$ cat config.mk
export PLATFORM = sky130hd
export DESIGN_NAME = div64_seq
export DESIGN_NICKNAME = d
export VERILOG_FILES = /design/src/rtl/div64_seq.sv
export SDC_FILE = /design/constraint.sdc
export NUM_CORES = 1
export LEC_CHECK = 0
export CAP_MARGIN = 30
export CORE_ASPECT_RATIO = 1.5
export CORE_MARGIN = 5
export CORE_UTILIZATION = 59
export DETAILED_ROUTE_END_ITERATION = 6
export GPL_ROUTABILITY_DRIVEN = 0
export PLACE_DENSITY = 0.93
export SLEW_MARGIN = 0
export SYNTH_ARGS = -nofsm -noshare
export SYNTH_HDL_FRONTEND = slang
export SYNTH_SLANG_ARGS = --single-unit
$ cat constraint.sdc
create_clock -name clk -period 4.4 [get_ports clk]
set_input_delay 0.88 -clock clk [delete_from_list [all_inputs] [get_ports clk]]
set_output_delay 0.88 -clock clk [all_outputs]
set_load 0.02 [all_outputs]
$ cat src/rtl/div64_seq.sv
// Sequential unsigned radix-2 restoring divider, one quotient bit per clock.
// Ports: clk, rst_n (sync, active-low); operand handshake in_valid/in_ready
//        with dividend M and divisor N; result handshake out_valid/out_ready
//        with quotient Q, remainder R and divide-by-zero flag dbz.
module div64_seq #(
    parameter int WIDTH = 64
) (
    input  logic             clk,
    input  logic             rst_n,
    input  logic             in_valid,
    output logic             in_ready,
    input  logic [WIDTH-1:0] M,
    input  logic [WIDTH-1:0] N,
    output logic             out_valid,
    input  logic             out_ready,
    output logic [WIDTH-1:0] Q,
    output logic [WIDTH-1:0] R,
    output logic             dbz
);

    localparam int CW = $clog2(WIDTH) + 1;
    localparam logic [CW-1:0] LAST = CW'(WIDTH - 1);

    typedef enum logic [1:0] {
        IDLE,
        BUSY,
        DONE
    } state_t;

    state_t state_q, state_d;

    // dvd holds the dividend and collects quotient bits from the LSB up
    logic [WIDTH-1:0] dvd_q, dvd_d;
    logic [WIDTH-1:0] dvs_q, dvs_d;
    logic [WIDTH-1:0] rem_q, rem_d;
    logic [CW-1:0]    cnt_q, cnt_d;
    logic [WIDTH-1:0] q_q, q_d;
    logic [WIDTH-1:0] r_q, r_d;
    logic             dbz_q, dbz_d;
    logic             in_ready_q, in_ready_d;
    logic             out_valid_q, out_valid_d;

    // Shifted partial remainder kept one bit wider so the compare against
    // a divisor with its top bit set cannot overflow.
    logic [WIDTH:0]   ext;
    logic             ge;
    logic [WIDTH-1:0] sub;
    logic [WIDTH-1:0] rem_nx;
    logic [WIDTH-1:0] dvd_nx;

    always_comb begin
        ext    = {rem_q, dvd_q[WIDTH-1]};
        ge     = (ext >= {1'b0, dvs_q});
        // Only used when ge holds, so the result fits WIDTH bits
        sub    = ext[WIDTH-1:0] - dvs_q;
        rem_nx = ge ? sub : ext[WIDTH-1:0];
        dvd_nx = {dvd_q[WIDTH-2:0], ge};
    end

    always_comb begin
        state_d = state_q;
        dvd_d   = dvd_q;
        dvs_d   = dvs_q;
        rem_d   = rem_q;
        cnt_d   = cnt_q;
        q_d     = q_q;
        r_d     = r_q;
        dbz_d   = dbz_q;

        unique case (state_q)
            IDLE: begin
                if (in_valid && in_ready_q) begin
                    dvd_d   = M;
                    dvs_d   = N;
                    rem_d   = '0;
                    cnt_d   = '0;
                    state_d = BUSY;
                end
            end
            BUSY: begin
                if (dvs_q == '0) begin
                    // dividend register is untouched, so it still holds M
                    q_d     = '1;
                    r_d     = dvd_q;
                    dbz_d   = 1'b1;
                    state_d = DONE;
                end else begin
                    rem_d = rem_nx;
                    dvd_d = dvd_nx;
                    cnt_d = cnt_q + 1'b1;
                    if (cnt_q == LAST) begin
                        q_d     = dvd_nx;
                        r_d     = rem_nx;
                        dbz_d   = 1'b0;
                        state_d = DONE;
                    end
                end
            end
            DONE: begin
                if (out_ready) begin
                    state_d = IDLE;
                end
            end
            default: state_d = IDLE;
        endcase

        in_ready_d  = (state_d == IDLE);
        out_valid_d = (state_d == DONE);
    end

    always_ff @(posedge clk) begin
        if (!rst_n) begin
            state_q     <= IDLE;
            dvd_q       <= '0;
            dvs_q       <= '0;
            rem_q       <= '0;
            cnt_q       <= '0;
            q_q         <= '0;
            r_q         <= '0;
            dbz_q       <= 1'b0;
            in_ready_q  <= 1'b1;
            out_valid_q <= 1'b0;
        end else begin
            state_q     <= state_d;
            dvd_q       <= dvd_d;
            dvs_q       <= dvs_d;
            rem_q       <= rem_d;
            cnt_q       <= cnt_d;
            q_q         <= q_d;
            r_q         <= r_d;
            dbz_q       <= dbz_d;
            in_ready_q  <= in_ready_d;
            out_valid_q <= out_valid_d;
        end
    end

    assign in_ready  = in_ready_q;
    assign out_valid = out_valid_q;
    assign Q         = q_q;
    assign R         = r_q;
    assign dbz       = dbz_q;

endmodule

==> impl_metrics.yaml <==
outcome:
  outcome: "finished clean"
clock_network:
  cts.sink_count: 332
  cts_setup_buffers: 0
  htreeDepth: 1
  cts_tree: "built"
  clk_latency_ps: 590
  cts_resized: 0
  root_buffer: "clkbuf_16"
  hold_buffers: 0
  clk_pin_slew_ps: 70
  clock_path_buffers: 3
  numCtsBuffers: 30
pwr:
  p_seq_share_pct: 23.1
  p_switching_mw: 7.488
  combPwrFrac_pct: 59.6
  peakVddDrop_v: 0.0005655
  power.total_mw: 15.69
  p_per_area_nw_per_um2: 752.8
  clockPowerShare_pct: 17.3
  swShare_pct: 47.73
  leakage_nw: 7.961
  intPower_mw: 8.202
cells_and_area:
  diodes: 0
  fin_util_pct: 72.81
  fin_cells: 2734
  area_delta_synth_final_pct: 22.38
  design_area_um2: 20840
  drive_above_1_share_pct: 5.759
  layout.nets: 2519
synth:
  ys.warnings.count: 0
  synth_seq_cells: 332
  synth_seq_area_share_pct: 39.03
  synth_area_um2: 17030
  synth_most_common_cell: "nand2_1"
  synthCells: 2162
  syn_nets: 2360
  async_reset_ff_share_pct: 0
  synthTopCellsByCount: "nand2_1, dfxtp_1, nor2_1"
  synth.area.top_cells: "dfxtp_1, nand2_1, nor2_1, a21oi_1, ha_1"
  synth.distinct_cells: 81
  synthFlopType: "dfxtp_1"
  syn_area_per_cell_um2: 7.877
  synth_edf_count: 0
  yosysTopAreaCell: "dfxtp_1"
  synth_top_area_share_pct: 39.03
global_routing:
  antenna_found_initial: 0
  grtUsageTotal_pct: 35.04
  grt_max_degree: 160
  grt_pass1_vias: 17530
  grt_pass1_wl_um: 92490
  grt_overflow_total: 0
floorplan:
  core_area_um2: 28620
  fp-row-count: 76
  initial_core_util_pct: 59.50
  dieArea_um2: 32430
  die_h_um: 218.1
  die_width_um: 148.7
  io_pins: 263
timing:
  finalHoldViolCount: 0
  rsz0062_at_grt: "no"
  post-route-period-util_pct: 93.77
  fmax_mhz: 242.4
  hold_slack_ps: 476.0
  slew_violations: 0
  finalClockSkew_ps: 22.60
  finalWorstSetupSlack_ps: 274.0
  slew_headroom_pct: 31.27
  tightest_slew_ps: 1027
  setup_viol: 0
  period_needed_ps: 4126
  setup_total_negative_slack_ps: 0
routing:
  drc_errors: 0
  drtPass1Iterations: 7
  drt_iter0_markers: 2619
  avgViaCountPerCell: 6.624
  drtAntennaViolNets: 0
  dr_total_vias: 18110
  wl_um: 59510
  wl_per_cell_um: 21.77
min_path:
  whs_path_depth: 2
  hold_class: "flop to flop"
  hold_end: "dvs_q[56]$_SDFFE_PN0P_"
  holdCritStartpoint: "dvs_q[56]$_SDFFE_PN0P_"
setup_path:
  crit_fanout: 18
  cp-start-kind: "flop"
  crit_arrival_ps: 4590
  rr_worst_depth: 13
  rrSetupSlack_ps: 270
  cp.required_ps: 4860
  crit_path_frequent_cell: "o21ai_1"
  path_cells: "inv_1, ha_1, a21oi_2, o21ai_1, a221oi_2, nand3_1, o21ai_2, o41ai_4, a31oi_2, buf_4, o21ai_1, a222oi_1, nor2_1"
  worstSetupEndpointType: "flop"
  crit_slowest_cell: "a31oi_2"
  timing.rr.end: "R[43]$_SDFFE_PN0P_"
  critPathMaxStageDelay_ps: 800
  worstSetupPathType: "flop to flop"
  critPathLaunch: "dvs_q[28]$_SDFFE_PN0P_"
  r2r_start: "dvs_q[28]$_SDFFE_PN0P_"
place:
  pre_cts_slack_ps: 536.7
  dp_hpwl_um: 42090
  dpl_cell_area_um2: 19830
  port_buffers: 262
  dp_cells: 2679
flow_run:
  drv_cap: 0
==> flip-flops by register name, summed over array words and instances (netlist names) <==
| register | cells |
|---|---|
| rem_q | 64 |
| out_valid | 1 |
| dvd_q | 64 |
| R | 64 |
| in_ready | 1 |
| dvs_q | 64 |
| cnt_q | 7 |
| dbz | 1 |
| Q | 64 |
| state_q | 2 |
==> layout by cell type (no fill, tap or decap), types with 8 or more instances in the layout <==
cell,n
a31oi_1,11
clkinv_2,8
a21oi_1,189
buf_4,27
xnor2_1,43
a21o_1,22
inv_1,82
o22ai_1,73
clkdlybuf4s50_1,262
a311oi_1,64
o21ai_0,74
nand4_1,40
nand2_1,357
o21a_1,15
ha_1,65
nor2_1,273
a222oi_1,18
a221oi_2,8
a22oi_1,38
nand3_1,24
xor2_1,22
o32ai_1,12
a22o_1,18
dfxtp_1,332
o21bai_1,18
nor4_1,20
mux2i_1,33
clkbuf_16,31
o21ai_1,15
==> kinds of logic after synthesis <==
| family | synth area share (%) |
|---|---|
| DFF | 39.03 |
| buffers and inverters | 5.951 |
| AOI/OAI and AO/OA | 25.59 |
| adders and majority gates | 4.893 |
| and+or+nand+nor | 19.01 |
| muxes | 2.182 |
| xor gates and xnor gates | 3.343 |
==> worst max-delay path: cells and delay by family, from the launching register on <==
family | cells | cell delay [ps]
buf+inv | 2 | 450
compound gates | 8 | 2540
fa+ha+maj | 1 | 410
simple gates | 2 | 200
flops | 1 | 410
==> routing by layer <==
metal / vias up / track usage (%) / wire length, um
met4: 0 / 23.94 / 4761
met5: - / 0 / 0
met2: 1359 / 54.86 / 26690
li1: 8033 / - / -
met1: 8350 / 42.07 / 20940
met3: 369 / 8.940 / 7117
==> power groups by stage <==
| stage | registers [mW] | clock network (mW) | logic, mW |
|---|---|---|---|
| after floorplan | 3.54 | 0 | 6.57 |
| after global placement | 3.65 | 0 | 8.52 |
| after detailed placement | 3.67 | 0 | 8.77 |
| after CTS | 3.60 | 2.71 | 8.88 |
| after global routing | 3.64 | 2.84 | 9.81 |
| final | 3.63 | 2.71 | 9.35 |
==> area by class of cell <==
cell class	count	area (um2)
clock buffers	38	852.1
clock inverters	17	157.7
fillers	1995	7781
inverters	83	319.1
multi-input cells	1579	9433
flip-flops and latches	332	6646
well taps	390	488.0
repair buffers	295	2945
==> worst max path at each step <==
stage,end,cells after the start
finish,R[43]$_SDFFE_PN0P_,13
global route,R[43]$_SDFFE_PN0P_,13
CTS,R[43]$_SDFFE_PN0P_,13
detailed placement,R[43]$_SDFFE_PN0P_,13
global placement,R[43]$_SDFFE_PN0P_,13
floorplan,R[40]$_SDFFE_PN0P_,15
(Power assumes the default switching activity.)
